## src/rtl/scan_encoder_pkg.sv

```systemverilog
// rtl/scan_encoder_pkg.sv - shared types and helpers for scan_encoder
package scan_encoder_pkg;

    typedef enum logic {
        IDLE = 1'b0,
        SCAN = 1'b1
    } scan_state_e;

    localparam int MAX_W = 256;

    // True when at most one bit is set; callers zero-extend their vector to MAX_W.
    function automatic logic at_most_one(input logic [MAX_W-1:0] v);
        return (v & (v - MAX_W'(1))) == '0;
    endfunction

endpackage

```

## src/rtl/scan_encoder_pick.sv

```systemverilog
// rtl/scan_encoder_pick.sv - first-set-bit finder; SCAN_ENCODER_MSB_FIRST_EN selects highest-first order
module scan_encoder_pick #(
    parameter  int WIDTH = 16,
    localparam int IDX_W = $clog2(WIDTH)
) (
    input  logic [WIDTH-1:0] vec,
    output logic [IDX_W-1:0] idx,
    output logic             any
);

    always_comb begin
        idx = '0;
        any = |vec;
`ifdef SCAN_ENCODER_MSB_FIRST_EN
        // Ascending walk: the last hit, i.e. the highest set bit, wins.
        for (int i = 0; i < WIDTH; i++) begin
            if (vec[i]) idx = i[IDX_W-1:0];
        end
`else
        // Descending walk: the last hit, i.e. the lowest set bit, wins.
        for (int i = WIDTH - 1; i >= 0; i--) begin
            if (vec[i]) idx = i[IDX_W-1:0];
        end
`endif
    end

endmodule

```

## src/rtl/scan_encoder.sv

```systemverilog
// rtl/scan_encoder.sv - sequential bit-scan encoder, one index per beat (order via SCAN_ENCODER_MSB_FIRST_EN)
module scan_encoder
    import scan_encoder_pkg::*;
#(
    parameter  int WIDTH = 16,
    localparam int IDX_W = $clog2(WIDTH)
) (
    input  logic             clk,
    input  logic             rst,
    input  logic             in_valid,
    output logic             in_ready,
    input  logic [WIDTH-1:0] in_data,
    output logic             out_valid,
    input  logic             out_ready,
    output logic [IDX_W-1:0] out_idx,
    output logic             out_last,
    output logic             out_zero
);

    if (WIDTH < 2 || WIDTH > MAX_W) begin : g_width_check
        $error("scan_encoder: WIDTH out of range");
    end

    scan_state_e      state, state_nxt;
    logic [WIDTH-1:0] pending;
    logic [WIDTH-1:0] one_hot;
    logic [WIDTH-1:0] load_vec;
    logic [IDX_W-1:0] pick_idx;
    logic             pick_any;
    logic             accept;
    logic             advance;
    logic             finish;

    assign in_ready  = (state == IDLE);
    assign out_valid = (state == SCAN);
    assign accept    = in_valid & in_ready;
    assign advance   = out_valid & out_ready & ~out_last;
    assign finish    = out_valid & out_ready & out_last;

    always_comb begin
        one_hot          = '0;
        one_hot[out_idx] = 1'b1;
    end

    // In IDLE the next beat comes from the new vector, otherwise from pending minus the reported bit.
    assign load_vec = (state == IDLE) ? in_data : (pending & ~one_hot);

    scan_encoder_pick #(
        .WIDTH(WIDTH)
    ) u_pick (
        .vec(load_vec),
        .idx(pick_idx),
        .any(pick_any)
    );

    always_ff @(posedge clk or posedge rst) begin
        if (rst) state <= IDLE;
        else     state <= state_nxt;
    end

    always_comb begin
        state_nxt = state;
        case (state)
            IDLE:    if (accept) state_nxt = SCAN;
            SCAN:    if (finish) state_nxt = IDLE;
            default: state_nxt = IDLE;
        endcase
    end

    always_ff @(posedge clk or posedge rst) begin
        if (rst) begin
            pending  <= '0;
            out_idx  <= '0;
            out_last <= 1'b0;
            out_zero <= 1'b0;
        end else if (accept || advance) begin
            pending  <= load_vec;
            out_idx  <= pick_idx;
            out_last <= at_most_one(MAX_W'(load_vec));
            out_zero <= ~pick_any;
        end else if (finish) begin
            pending  <= '0;
            out_idx  <= '0;
            out_last <= 1'b0;
            out_zero <= 1'b0;
        end
    end

endmodule

```

## config.mk

```make
export PLATFORM = sky130hd
export DESIGN_NAME = scan_encoder
export DESIGN_NICKNAME = d
export VERILOG_FILES = /design/src/rtl/scan_encoder_pkg.sv /design/src/rtl/scan_encoder_pick.sv /design/src/rtl/scan_encoder.sv
export SDC_FILE = /design/constraint.sdc
export NUM_CORES = 1
export LEC_CHECK = 0
export ABC_CLOCK_PERIOD_IN_PS = 4600
export BUFFER_PORTS_ARGS = -buffer_cell sky130_fd_sc_hd__buf_2
export CORE_UTILIZATION = 54
export DETAILED_ROUTE_END_ITERATION = 10
export HOLD_SLACK_MARGIN = 0.03
export PLACE_DENSITY = 0.84
export SYNTH_ARGS = -nofsm -noshare
export SYNTH_HDL_FRONTEND = slang
export SYNTH_SLANG_ARGS = --single-unit
```

## constraint.sdc

```tcl
create_clock -name clk -period 4.6 [get_ports clk]
set_clock_uncertainty 0.05 [all_clocks]
set_input_delay 0.92 -clock clk [delete_from_list [all_inputs] [get_ports clk]]
set_output_delay 0.92 -clock clk [all_outputs]
set_load 0.02 [all_outputs]
```

==> flow_summary.json, run 1 <==
{
  "area.growth.synth_to_final_pct": 9.03,
  "finalSetupViolCount": 0,
  "violations": "DRC",
  "clk_path_buf_depth": 2,
  "post_drt_wl_per_cell_um": 18.1,
  "end_kind": "flip-flop",
  "maxSlewViolCount": 0,
  "run_status": "finished with violations",
  "async_flop_share": 1.00,
  "whs_ns": 0.456,
  "tritoncts": "done",
  "nNetsFinal": 222,
  "clk_pin_slew_ns": 0.14,
  "start_kind": "flip-flop",
  "drtPass1Iterations": 7,
  "track_usage": 0.278,
  "routed_via_density": 6.99,
  "critPathMaxFanout": 28,
  "slew_headroom": 0.237,
  "tns_ns": 0,
  "arrival_ns": 3.35,
  "final_cell_mix": "buf_2 (27), nand2_1 (23), dfrtp_1 (23)",
  "grt_max_degree": 29,
  "port_buffers": 27,
  "rows": 19,
  "cts-root-buf": "clkbuf_4",
  "hp-class": "reg2reg",
  "antenna_left": 0,
  "layout.filler_cells": 239,
  "slowest_stage": "dfrtp_1",
  "clkLatencyLatePin_ns": 0.32,
  "max_slew.worst_pin.slew_ns": 1.14,
  "synth-seq-area-share": 0.352,
  "p_leak_nw": 0.799,
  "drc": 4,
  "ctsHoldBuffers": 0,
  "syn-num-nets": 200,
  "vias": 1621,
  "cap_violations": 0,
  "finalCriticalPeriod_ns": 3.15,
  "gr-total-overflow": 0,
  "ys_seq_elements": 23,
  "slowest_delay_ns": 0.98,
  "routed_wl_um": 4210,
  "p_per_area_nw_per_um2": 774,
  "initial_core_util": 0.583,
  "syn_inst": 180,
  "antenna_found_initial": 0,
  "drive_gt1_frac": 0.239,
  "cts_setup_buffers": 0,
  "cts_resized": 0,
  "rsz0062_at_grt": "no",
  "cp_cell_sequence": "inv_2, o2bb2ai_1, or4_1, a211o_1, a21oi_1, o211ai_1, o31ai_1",
  "gp_congestion": 1.04,
  "antenna_cells": 0,
  "cts-buffers-inserted": 3,
  "syn-cell-area_um2": 1640,
  "grt_pass1_vias": 1564,
  "die_h_um": 57.0,
  "hold_viol": 0,
  "hpwl_um": 2860,
  "fmaxAchievable_mhz": 317,
  "die_area_um2": 3250,
  "worstSetupPathType": "reg2reg",
  "syn_avg_cell_area_um2": 9.09,
  "io_pins": 28,
  "power_mw": 1.38,
  "synth_edf_count": 0,
  "yosysWarningCount": 0,
  "cts_sinks": 23,
  "h-tree-depth": 1,
  "drt_iter0_drc": 87,
  "core-area_um2": 2810,
  "grt_pass1_wl_um": 7180,
  "die_x_um": 57.0,
  "required_ns": 4.79,
  "vdd_drop_max_v": 0.000362,
  "ys_types": 53,
  "min_period_over_period": 0.685,
  "ys.flop_type": "dfrtp_1",
  "final_common_cell": "buf_2"
}
==> worst max-delay path, delay by kind of cell (launching register included) <==
| family | cells | cell delay (ns) |
|---|---|---|
| compound gates | 5 | 1.10 |
| buf+inv | 1 | 0.34 |
| flops | 1 | 0.98 |
| simple gates | 1 | 0.59 |
==> routing by layer <==
layer  global-route usage  vias to the layer above  share of wire
met4                0.129                        0          0.025
met5                    0                        -              0
li1                     -                      734              -
met3               0.0363                       17          0.082
met1                0.386                      774           0.43
met2                0.432                       96           0.46
==> cells by family after synthesis <==
| kind of cell | Yosys count | synth area share |
|---|---|---|
| buf+inv | 15 | 0.0467 |
| compound gates | 69 | 0.335 |
| flops | 23 | 0.352 |
| simple gates | 73 | 0.266 |
==> cell type report <==
cell class                      count  area, µm²  share of cell area
Inverter                            4       15.0             0.00842
Clock inverter                      1       5.00             0.00281
Tap cell                           31       38.8              0.0218
Sequential cell                    23        576               0.323
Multi-Input combinational cell    142        983               0.552
Timing Repair Buffer               28        143              0.0800
Clock buffer                        3       22.5              0.0126
==> metrics by stage <==
step           area, µm²  setup WS (ns)  utilization  std cells
2_1_floorplan       1640           2.13            -        180
3_3_place_gp        1760           1.70        0.626        228
3_5_place_dp        1760           1.52        0.626        228
4_1_cts             1780           1.52        0.636        232
5_1_grt             1780           1.28        0.636        232
6_report            1780           1.45        0.636        232
==> state kept, by name (all words and copies together) (netlist names) <==
register	flops
out_idx	4
out_last	1
out_zero	1
out_valid	1
pending	16
==> path summary, 6_finish.rpt <==
path | start | endpoint | slack (ns) | depth (start not counted)
worst max-delay path | out_valid | out_last | 1.45 | 7
worst min-delay path | pending[12] | pending[12] | 0.46 | 2
worst max register to register | out_valid | out_last | 1.45 | 7
worst min register to register | pending[12] | pending[12] | 0.46 | 2
max in group asynchronous | rst | pending[12] | 3.26 | 2
min in group asynchronous | rst | pending[5] | 0.70 | 2
==> cells in the mapped netlist (all sizes together), types with 3 or more instances <==
library cell | count | area [µm²]
o31ai | 4 | 30.0
nor2b | 3 | 18.8
nand2 | 23 | 86.3
buf | 7 | 46.3
inv | 4 | 15.0
o2bb2ai | 11 | 103
clkbuf | 4 | 15.0
nor2 | 17 | 63.8
and4b | 4 | 42.5
dfrtp | 23 | 576
a22o | 15 | 131
and4bb | 4 | 50.1
a31oi | 3 | 18.8
nor3 | 6 | 30.0
o21ai | 11 | 55.1
a31o | 3 | 26.3
a21oi | 6 | 30.0
==> where the power goes <==
| group | leakage, nW | total, mW | switching [mW] | internal [mW] |
|---|---|---|---|---|
| Clock | 0.0177 | 0.100 | 0.0674 | 0.0326 |
| Sequential | 0.302 | 0.418 | 0.130 | 0.288 |
| Combinational | 0.479 | 0.863 | 0.493 | 0.369 |
| Total | 0.799 | 1.38 | 0.690 | 0.690 |
Note: power is estimated with default switching activity, not from simulation.
==> run 2: changes to the inputs <==
--- a/config.mk
+++ b/config.mk
@@ -5,7 +5,8 @@
 export SDC_FILE = /design/constraint.sdc
 export NUM_CORES = 1
 export LEC_CHECK = 0
-export ABC_CLOCK_PERIOD_IN_PS = 4600
+export ABC_AREA = 1
+export ABC_CLOCK_PERIOD_IN_PS = 3200
 export BUFFER_PORTS_ARGS = -buffer_cell sky130_fd_sc_hd__buf_2
 export CORE_UTILIZATION = 54
 export DETAILED_ROUTE_END_ITERATION = 10
==> constraint.sdc (replaced) <==
create_clock -name clk -period 3.2 [get_ports clk]
set_clock_uncertainty 0.05 [all_clocks]
set_input_delay 0.64 -clock clk [delete_from_list [all_inputs] [get_ports clk]]
set_output_delay 0.64 -clock clk [all_outputs]
set_load 0.02 [all_outputs]
==> run 2 against run 1 <==
- via count up 3.4%
- non-clock buffer count unchanged
- largest power group unchanged
- highest routed layer unchanged
- register-to-register slack worse by 0.56 ns
- count of clock-buffer cells in the layout up 1
- setup slack worse by 0.56 ns
- clock power up 43%
- global-route usage down 1.7 points
- combinational power up 47%
- maximum frequency up 36%
- sequential share of layout area down 2.0 points
- the run now ends clean
- design area up 6.7%
==> flow_summary.json, run 2 <==
{
  "critPathMaxFanout": 32,
  "syn_inst": 245,
  "cts_sinks": 23,
  "gp_congestion": 0.942,
  "end_kind": "flip-flop",
  "nNetsFinal": 293,
  "antenna_found_initial": 0,
  "tns_ns": 0,
  "drtPass1Iterations": 4,
  "async_flop_share": 1.00,
  "vdd_drop_max_v": 0.000353,
  "reg2regPathDepth": 9,
  "p_leak_nw": 1.03,
  "swShare": 0.543,
  "maxSlewViolCount": 0,
  "routed_wl_um": 4000,
  "antenna_cells": 0,
  "arrival_ns": 2.49,
  "synthTopCellsByArea": "dfrtp_1 (34%), nand2_1 (17%), inv_1 (7.9%), o21ai_0 (4.7%), nor2_1 (4.2%)",
  "yosysWarningCount": 0,
  "vias": 1676,
  "clkLatencyLatePin_ns": 0.32,
  "hpwl_um": 2930,
  "ctsHoldBuffers": 0,
  "internal-power_mw": 0.862,
  "io_pins": 28,
  "rsz0062_at_grt": "no",
  "p_comb_frac": 0.675,
  "rows": 20,
  "cts_resized": 0,
  "fmaxAchievable_mhz": 432,
  "hp-class": "in2async",
  "yosys.area.top_type": "dfrtp_1",
  "cap_violations": 0,
  "ys_seq_elements": 23,
  "clk_pin_slew_ns": 0.13,
  "initial_core_util": 0.567,
  "clk_path_buf_depth": 2,
  "top_regs": "pending x16, out_idx x4",
  "core-area_um2": 3030,
  "syn_avg_cell_area_um2": 7.01,
  "seqPwrFrac": 0.249,
  "p_switching_mw": 1.03,
  "port_buffers": 27,
  "finalCriticalPeriod_ns": 2.31,
  "syn-num-nets": 265,
  "post_drt_wl_per_cell_um": 12.7,
  "track_usage": 0.261,
  "drt_iter0_drc": 98,
  "routed_via_density": 5.30,
  "grt_pass1_vias": 1498,
  "yosysMostFrequentCell": "nand2_1",
  "whs_ns": 0.433,
  "min_period_over_period": 0.723,
  "finalSetupViolCount": 0,
  "p_clk_frac": 0.076,
  "cts_setup_buffers": 0,
  "drc": 0,
  "ys_types": 36,
  "hold_viol": 0,
  "synth_edf_count": 0,
  "final_common_cell": "nand2_1",
  "die_x_um": 58.4,
  "largest_reg_flops": 16,
  "p_per_area_nw_per_um2": 992,
  "area.growth.synth_to_final_pct": 10.9,
  "h-tree-depth": 1,
  "slew_headroom": 0.404,
  "final_cell_mix": "nand2_1 (77), inv_1 (36), buf_2 (27)",
  "regMostFlops": "pending",
  "layout.filler_cells": 290,
  "max_slew.worst_pin.slew_ns": 0.894,
  "syn-cell-area_um2": 1720,
  "multi_input_area_um2": 942,
  "drive_gt1_frac": 0.228,
  "die_area_um2": 3410,
  "ys.flop_type": "dfrtp_1",
  "die_h_um": 58.4,
  "run_status": "completed",
  "grt_max_degree": 33,
  "worstSetupPathType": "reg2reg",
  "reg2reg_slack_ns": 0.89,
  "tritoncts": "done",
  "synth_common_cells": "nand2_1 (77), inv_1 (36), dfrtp_1 (23), nor2_1 (19), o21ai_0 (16)",
  "start_kind": "flip-flop",
  "synth-seq-area-share": 0.335,
  "required_ns": 3.38,
  "cts-root-buf": "clkbuf_4",
  "seqCellArea_um2": 576,
  "synth.top_cell.area_share": 0.335,
  "antenna_left": 0,
  "cts-buffers-inserted": 3,
  "grt_pass1_wl_um": 6740,
  "gr-total-overflow": 0
}
## run 2: changes by cell type in the layout (fill, tap and decap cells not counted), sizes merged, moves of 4 or more
cell	previous run	this run
o2bb2ai	11	0
nand2	23	80
nand3	1	12
inv	4	42
nor2	17	29
o21ai	11	27
a22o	15	0
and4bb	4	0
o31ai	4	0
and4b	4	0
## run 2: worst max-delay path, cell delays in order (launching register included)
cell	delay [ns]
dfrtp_1	0.35
buf_4	0.36
inv_1	0.22
a22oi_1	0.37
inv_1	0.15
nor2_2	0.15
a21oi_1	0.12
o21ai_1	0.13
a21oi_1	0.08
o32ai_1	0.23
## run 2: final cells by class
class,count,share of cell area
Multi-Input combinational cell,174,0.495
Timing Repair Buffer,28,0.0750
Clock buffer,4,0.0138
Sequential cell,23,0.302
Inverter,43,0.0848
Tap cell,44,0.0289
## run 2: cell families after synthesis
group	Yosys count	share of synthesized area
flops	23	0.335
compound gates	49	0.210
buf+inv	48	0.116
simple gates	125	0.339
## run 2: worst paths after layout
path,start,to
worst max-delay path,out_valid,out_idx[1]
worst min-delay path,rst,pending[1]
worst max register to register,out_valid,out_idx[1]
worst min register to register,pending[3],pending[3]
max in group asynchronous,rst,out_last
min in group clk,pending[3],pending[3]
## run 2: power by group through the flow
stage          Clock, mW  Sequential (mW)  Combinational (mW)
3_5_place_dp           0            0.476                1.26
6_report           0.143            0.470                1.27
3_3_place_gp           0            0.472                1.24
5_1_grt            0.165            0.482                1.42
2_1_floorplan          0            0.506               0.977
4_1_cts            0.146            0.469                1.27
## run 2: stage by stage
step	cells	power [mW]	setup WS (ns)	cell area, µm²	utilization
global placement	312	1.71	1.03	1880	0.620
detailed placement	312	1.73	0.948	1880	0.620
floorplan	245	1.48	1.28	1720	-
finish	316	1.89	0.886	1900	0.629
CTS	316	1.88	0.910	1900	0.629
global route	316	2.06	0.669	1900	0.629
## run 2: per-layer routing
metal,wire (µm),up-vias,GRT usage
met5,0,-,0
met4,72,0,0.119
met3,235,7,0.0396
met2,1850,56,0.394
met1,1840,779,0.370
li1,-,834,-
